## config.mk

```make
export PLATFORM = sky130hd
export DESIGN_NAME = ram_port_arbiter
export DESIGN_NICKNAME = d
export VERILOG_FILES = /design/src/rtl/ram_port_arbiter.sv
export SDC_FILE = /design/constraint.sdc
export NUM_CORES = 1
export LEC_CHECK = 0
export BUFFER_PORTS_ARGS = -buffer_cell sky130_fd_sc_hd__buf_4
export CORE_MARGIN = 2
export CORE_UTILIZATION = 28
export CTS_CLUSTER_SIZE = 24
export DETAILED_ROUTE_END_ITERATION = 8
export MAX_ROUTING_LAYER = met4
export PLACE_DENSITY_LB_ADDON = 0.2
export SLEW_MARGIN = 25
export SYNTH_ARGS = -nofsm -noshare
export SYNTH_HDL_FRONTEND = slang
export SYNTH_SLANG_ARGS = --single-unit
```

## constraint.sdc

```tcl
create_clock -name clk -period 2.12 [get_ports clk]
set_input_delay 0.318 -clock clk [delete_from_list [all_inputs] [get_ports clk]]
set_output_delay 0.318 -clock clk [all_outputs]
set_load 0.005 [all_outputs]
```

## src/rtl/ram_port_arbiter.sv

```systemverilog
// ram_port_arbiter: shares one synchronous single-port RAM between two requesters with a
// burst-limited fairness rule. Define RAM_ARB_LOCK_EN to let a locked grant keep ownership.
module ram_port_arbiter #(
  parameter int ADDR_W    = 8,
  parameter int DATA_W    = 8,
  parameter int MAX_BURST = 4,
  parameter int CNT_W     = 16
) (
  input  logic              clk,
  input  logic              reset,
  input  logic              req0,
  input  logic              req1,
  input  logic              we0,
  input  logic              we1,
  input  logic [ADDR_W-1:0] addr0,
  input  logic [ADDR_W-1:0] addr1,
  input  logic [DATA_W-1:0] wdata0,
  input  logic [DATA_W-1:0] wdata1,
  input  logic              lock0,
  input  logic              lock1,
  output logic              gnt0,
  output logic              gnt1,
  output logic              rvalid0,
  output logic              rvalid1,
  output logic [DATA_W-1:0] rdata,
  output logic              ram_write,
  output logic [ADDR_W-1:0] ram_addr,
  output logic [DATA_W-1:0] ram_data_write,
  input  logic [DATA_W-1:0] ram_data_read,
  output logic [CNT_W-1:0]  conflict_cnt
);

  localparam int                 BURST_W   = $clog2(MAX_BURST + 1);
  localparam logic [BURST_W-1:0] BURST_LIM = BURST_W'(MAX_BURST);
  localparam logic [CNT_W-1:0]   CNT_MAX   = {CNT_W{1'b1}};

  logic               last_q, last_d;
  logic [BURST_W-1:0] burst_q, burst_d;
  logic               rvalid0_q, rvalid0_d;
  logic               rvalid1_q, rvalid1_d;
  logic [CNT_W-1:0]   conflict_cnt_q, conflict_cnt_d;
  logic               win_valid_s, win_s, fair_win_s;

`ifdef RAM_ARB_LOCK_EN
  logic lock_act_q, lock_act_d;
  logic lock_port_q, lock_port_d;
`else
  logic lock_unused_s;
  assign lock_unused_s = lock0 ^ lock1;
`endif

  // Winner selection; an access presented during reset is never issued.
  always_comb begin
    win_valid_s = 1'b0;
    win_s       = 1'b0;
    fair_win_s  = (burst_q < BURST_LIM) ? last_q : ~last_q;
    case ({req1, req0})
      2'b01: begin
        win_valid_s = 1'b1;
        win_s       = 1'b0;
      end
      2'b10: begin
        win_valid_s = 1'b1;
        win_s       = 1'b1;
      end
      2'b11: begin
        win_valid_s = 1'b1;
`ifdef RAM_ARB_LOCK_EN
        win_s       = lock_act_q ? lock_port_q : fair_win_s;
`else
        win_s       = fair_win_s;
`endif
      end
      default: begin
        win_valid_s = 1'b0;
        win_s       = 1'b0;
      end
    endcase
    if (reset) begin
      win_valid_s = 1'b0;
    end else begin
      win_valid_s = win_valid_s;
    end
  end

  // RAM mux and port outputs; win_s is 0 when idle so the RAM sees port 0's address.
  always_comb begin
    gnt0           = win_valid_s & ~win_s;
    gnt1           = win_valid_s & win_s;
    ram_write      = win_valid_s & (win_s ? we1 : we0);
    ram_addr       = win_s ? addr1 : addr0;
    ram_data_write = win_s ? wdata1 : wdata0;
    rvalid0        = rvalid0_q;
    rvalid1        = rvalid1_q;
    rdata          = ram_data_read;
    conflict_cnt   = conflict_cnt_q;
  end

  // Next-state: burst history, read-response pipeline and saturating conflict count.
  always_comb begin
    last_d         = last_q;
    burst_d        = {BURST_W{1'b0}};
    rvalid0_d      = gnt0 & ~we0;
    rvalid1_d      = gnt1 & ~we1;
    conflict_cnt_d = conflict_cnt_q;
    if (win_valid_s) begin
      last_d = win_s;
      if (win_s == last_q) begin
        burst_d = (burst_q == BURST_LIM) ? BURST_LIM : burst_q + BURST_W'(1);
      end else begin
        burst_d = BURST_W'(1);
      end
    end else begin
      last_d  = last_q;
      burst_d = {BURST_W{1'b0}};
    end
    if (req0 && req1 && (conflict_cnt_q != CNT_MAX)) begin
      conflict_cnt_d = conflict_cnt_q + CNT_W'(1);
    end else begin
      conflict_cnt_d = conflict_cnt_q;
    end
  end

`ifdef RAM_ARB_LOCK_EN
  // Ownership is held only while the owner keeps winning with lock set.
  always_comb begin
    lock_act_d  = win_valid_s & (win_s ? lock1 : lock0);
    lock_port_d = win_s;
  end

  // Lock state register.
  always_ff @(posedge clk) begin
    if (reset) begin
      lock_act_q  <= 1'b0;
      lock_port_q <= 1'b0;
    end else begin
      lock_act_q  <= lock_act_d;
      lock_port_q <= lock_port_d;
    end
  end
`endif

  // Arbiter state registers.
  always_ff @(posedge clk) begin
    if (reset) begin
      last_q         <= 1'b0;
      burst_q        <= {BURST_W{1'b0}};
      rvalid0_q      <= 1'b0;
      rvalid1_q      <= 1'b0;
      conflict_cnt_q <= {CNT_W{1'b0}};
    end else begin
      last_q         <= last_d;
      burst_q        <= burst_d;
      rvalid0_q      <= rvalid0_d;
      rvalid1_q      <= rvalid1_d;
      conflict_cnt_q <= conflict_cnt_d;
    end
  end

endmodule

```

# ---- Yosys cells after proc, flatten, opt, wreduce, memory -nomap -nowiden
# Index checks and enable logic that the tools add are counted.
dict set report classes {
  n_mul 0
  magnitude_cmp 1
  shifts 0
  n_eq_ne 6
  div_mod_pow 0
  bitwise 11
  add_sub_neg 2
  n_mux 9
  reduce_logical 6
}
# cell n
set op_table {}
lappend op_table {{adder 16 x 1 -> 16 bit (second input constant)} 1}
lappend op_table {{2-to-1 mux 8 bit} 2}
lappend op_table {{!= test 16 bit (second input constant)} 1}
lappend op_table {{NOT 1 bit} 6}
lappend op_table {{OR reduction 3 bit} 2}
lappend op_table {{AND 1 bit} 5}
lappend op_table {{2-to-1 mux 1 bit} 5}
lappend op_table {{== test 2 bit (second input constant)} 2}
lappend op_table {{OR reduction 4 bit} 1}
lappend op_table {{adder 3 x 1 -> 3 bit (second input constant)} 1}
lappend op_table {{== test 3 bit (second input constant)} 1}
lappend op_table {{< comparator 3 bit (second input constant)} 1}
lappend op_table {{2-to-1 mux 3 bit} 1}
lappend op_table {{== test 2 x 1 -> 1 bit (second input constant)} 1}
lappend op_table {{logical AND 1 bit} 2}
lappend op_table {{one-hot mux 1 bit (2 select lines)} 1}
lappend op_table {{OR reduction 2 bit} 1}
lappend op_table {{== test 1 bit} 1}
dict set report totals {
  elab_cells 42
  memories 0
  romBits 0
  output_inout_bits 45
  input_bits 48
  reg_bits 22
  latch_bits 0
  ram_bits 0
}

# ---- Longest topological paths before layout
dict set report depth {
  word_depth 6
  depth_mapped 6
  mapped_depth_nobuf 5
}

# ---- Least setup slack after synthesis
# Ideal clock, no wire load.
dict set report synth_timing {
  path_kind {register to output}
  from {register burst_q[2]}
  to {output ram_addr[6]}
  arrival_ns 1.510
  setup_slack_ns 0.292
  n_path_buf 2
  path_stages_with_launch 6
  required_ns 1.802
  path_cell_list {dfxtp_1 -> buf_2 -> xnor2_1 -> a21oi_2 -> buf_4 -> mux2_2}
}
dict set report synth_between {
  elab_chain_cells 4
}
# item line
set synth_rtl {}
lappend synth_rtl {{start: declaration} 38} ;# logic [BURST_W-1:0] burst_q, burst_d;
lappend synth_rtl {{start signal: assignment} 147} ;# burst_q <= {BURST_W{1'b0}};
lappend synth_rtl {{start signal: assignment} 153} ;# burst_q <= burst_d;
lappend synth_rtl {{< comparator 3 bit} 56} ;# fair_win_s = (burst_q < BURST_LIM) ? last_q : ~last_q;
lappend synth_rtl {{2-to-1 mux 1 bit} 56}
lappend synth_rtl {{one-hot mux 1 bit (2 select lines)} 57} ;# case ({req1, req0})
lappend synth_rtl {{2-to-1 mux 8 bit} 91} ;# ram_addr = win_s ? addr1 : addr0;
lappend synth_rtl {{end: declaration} 27} ;# output logic [ADDR_W-1:0] ram_addr,
# Every way passes these cells.

# ---- Worst setup path after layout
dict set report layout_timing {
  from {register last_q}
  to {output ram_write}
}
dict set report layout_between {
  elab_chain_cells 5
}
# item line
set layout_rtl {}
lappend layout_rtl {{start: declaration} 37} ;# logic last_q, last_d;
lappend layout_rtl {{start signal: assignment} 152} ;# last_q <= last_d;
lappend layout_rtl {{NOT 1 bit} 56}
lappend layout_rtl {{2-to-1 mux 1 bit (*)} 56}
lappend layout_rtl {{one-hot mux 1 bit (2 select lines) (*)} 57}
lappend layout_rtl {{2-to-1 mux 1 bit (*)} 90} ;# ram_write = win_valid_s & (win_s ? we1 : we0);
lappend layout_rtl {{AND 1 bit (*)} 90}
lappend layout_rtl {{end: declaration} 26} ;# output logic ram_write,
# Mark *: on every way between the ends. The rest lies on a longest branch, timed or not.

==> impl_metrics.py <==
metrics = {
    "status": {
        "status": "finished clean",
    },
    "route": {
        "wl_per_cell_um": 13.0,
        "firstDrtPassIters": 4,
        "ant_nets": 0,
        "vias": 1469,
        "routed_via_density": 4.80,
        "first_iter_violations": 35,
        "routed_wl_um": 3980,
        "drc": 0,
    },
    "power": {
        "leakage_nw": 0.926,
        "ir_drop_uv": 228,
        "power_density_mw_per_mm2": 482,
        "p_total_mw": 1.04,
    },
    "synthesis": {
        "synth_cells": 171,
        "synth-seq-cells": 22,
        "synthArstFlopShare": 0,
        "netlist_area_mm2": 0.00153,
        "synth_area_leaders": "dfxtp_1 29%, mux2_2 15%, buf_4 5.4%, a21oi_1 3.6%, nand2_1 3.2%",
        "synth_top_area_frac": 0.288,
        "synth.mux.area_fraction": 0.164,
        "syn_avg_cell_area_um2": 8.95,
        "synth-edff-count": 0,
        "syn_nets": 222,
        "yosys.area_share.simple": 0.286,
        "synth_compound_area_frac": 0.129,
        "yosysSeqAreaShare": 0.288,
        "synth_top_family_by_area": "simple AND/OR/NAND/NOR gates",
        "synthXorXnorAreaFrac": 0.00572,
        "yosysTopAreaCell": "dfxtp_1",
        "synth-warning-count": 0,
        "synthAdderAreaFrac": 0.0245,
        "synthFlopType": "dfxtp_1",
        "ys_types": 49,
    },
    "hold_path": {
        "hp-start": "we1",
        "min_path_type": "primary input to flip-flop",
        "hold_depth": 2,
        "min_to": "rvalid1",
    },
    "clocking": {
        "cts.reportedPaths.clkPinSlew_ns": 0.08,
        "cts.sinks": 22,
        "cts_buffers": 3,
        "cts_buffer_depth": 2,
        "htree_levels": 1,
        "cts_resized": 0,
        "cts_setup_buffers": 0,
        "ctsHoldBuffers": 0,
        "cts_root_buf": "clkbuf_8",
        "clkLatencyLatePin_ns": 0.27,
        "cts_tree": "built",
    },
    "flow_run": {
        "max-cap-violations": 0,
    },
    "placed_design": {
        "place_congestion": 0.759,
        "dpl_cell_area_mm2": 0.00208,
        "hpwl_um": 3230,
        "port_buffers": 74,
    },
    "global_route": {
        "grt_antenna_before_repair": 0,
        "grtUsageTotal": 0.136,
        "grt_pass1_wl_um": 6440,
        "grt-ovfl-total": 0,
        "grt_max_degree": 20,
        "grt_pass1_vias": 1364,
    },
    "floorplan": {
        "initial_core_util": 0.294,
        "core-area_mm2": 0.00520,
        "die_y_um": 77.9,
        "die_w_um": 77.9,
        "dieArea_mm2": 0.00607,
        "placementRows": 26,
        "ios": 93,
    },
    "final_layout": {
        "fin_nets": 288,
        "num_antenna_cells": 0,
        "final_util": 0.414,
        "area_delta_synth_final_pct": 40.7,
        "drive_gt1_frac": 0.500,
        "fin_area_mm2": 0.00215,
    },
    "sta": {
        "rsz0062_at_grt": "false",
        "finalCritPeriodShare": 0.930,
        "setup_viol": 0,
        "setup_tns_ns": 0,
        "max_freq_ghz": 0.507,
        "slew_headroom": 0.735,
        "skew_ns": 0.00925,
        "worstMarginPinSlew_ns": 0.395,
        "drv_slew": 0,
        "hold_viol": 0,
        "period_needed_ns": 1.97,
    },
    "worst_setup_path": {
        "slowest_delay_ns": 0.36,
        "cp_top_family": "flip-flops",
        "critPathCaptureType": "output port",
        "critPathRequiredTime_ns": 1.80,
        "critical_path_class": "flip-flop to output port",
        "worstReg2RegStart": "conflict_cnt[0]",
        "critPathLaunchType": "flip-flop",
        "cp_slowest_cell": "dfxtp_2",
        "r2r.worst_path.cells": 5,
        "path_buf_inv": 2,
        "r2r_end": "conflict_cnt[14]",
        "crit_chain": "xnor2_1, a21oi_2, buf_12, nor3_1, a32o_1, buf_4",
        "cp_max_fo": 19,
        "r2r_setup_slack_ns": 0.36,
        "crit_arrival_ns": 1.65,
    },
}
==> metrics by stage <==
stage / hold slack (ns) / worst slack [ns] / cells
floorplan: 0.395 / 0.292 / 171
global placement: 0.490 / 0.335 / 302
finish: 0.228 / 0.148 / 306
global route: 0.219 / 0.0275 / 306
detailed placement: 0.494 / 0.337 / 302
CTS: 0.227 / 0.0384 / 306
==> per-layer routing <==
metal	up-vias	wire [um]	track usage
met4	0	62	0.0614
li1	745	-	-
met5	-	0	-
met2	55	2040	0.240
met1	657	1580	0.147
met3	12	292	0.0267
==> area by class of cell <==
| cell class | count | area (um2) |
|---|---|---|
| fill | 550 | 3050 |
| multi-input combinational | 126 | 932 |
| timing repair buffer | 78 | 598 |
| sequential | 22 | 442 |
| tap | 70 | 87.6 |
| clock buffer | 3 | 41.3 |
| clock inverter | 1 | 30.0 |
| inverter | 6 | 22.5 |
==> flip-flops by register name, summed over array words and instances, names as in the netlist <==
name,cells
rvalid1,1
burst_q,3
last_q,1
conflict_cnt,16
rvalid0,1
==> worst max-delay path by stage <==
stage / end / slack [ns] / startpoint / cells after the start
final: ram_write / 0.15 / last_q / 6
after global routing: ram_write / 0.03 / last_q / 6
after CTS: ram_addr[7] / 0.04 / last_q / 5
after detailed placement: conflict_cnt[14] / 0.34 / conflict_cnt[0] / 5
after global placement: ram_addr[7] / 0.34 / last_q / 5
after floorplan: ram_addr[6] / 0.29 / burst_q[2] / 5
==> power by group <==
group	total, mW	leakage, nW	switching [mW]	internal [mW]
sequential	0.429	0.179	0.00732	0.421
clock	0.398	0.0357	0.146	0.252
combinational	0.212	0.712	0.0779	0.134
total	1.04	0.926	0.231	0.807
==> kinds of logic (layout without fill, tap and decap cells) <==
family                     after synthesis  count (layout)
and+or+nand+nor                         69              69
AOI/OAI and AO/OA                       31              31
buffers and inverters                   23              88
muxes                                   22              22
DFF                                     22              22
adders and majority gates                3               3
xor gates and xnor gates                 1               1
==> synth_stat cells (4+ instances only) <==
library cell / n
nor2_1: 12
nand3_1: 7
mux2_2: 20
nand4_1: 5
nand2_1: 13
dfxtp_1: 22
inv_1: 6
o21ai_0: 7
a21oi_1: 11
or3_2: 4
nor2b_1: 4
buf_4: 11
==> cells in the final DEF, fill, tap and decap left out, drive strengths merged, types with 3 or more instances in the layout <==
cell / n
a21oi: 12
buf: 78
clkbuf: 3
dfxtp: 22
ha: 3
inv: 6
mux2: 21
nand2: 13
nand3: 9
nand4: 6
nor2: 13
nor2b: 4
nor3: 3
nor4: 5
o21ai: 7
o31ai: 3
or3: 4
or4: 3
No activity file was read; power rests on OpenSTA's default activity.
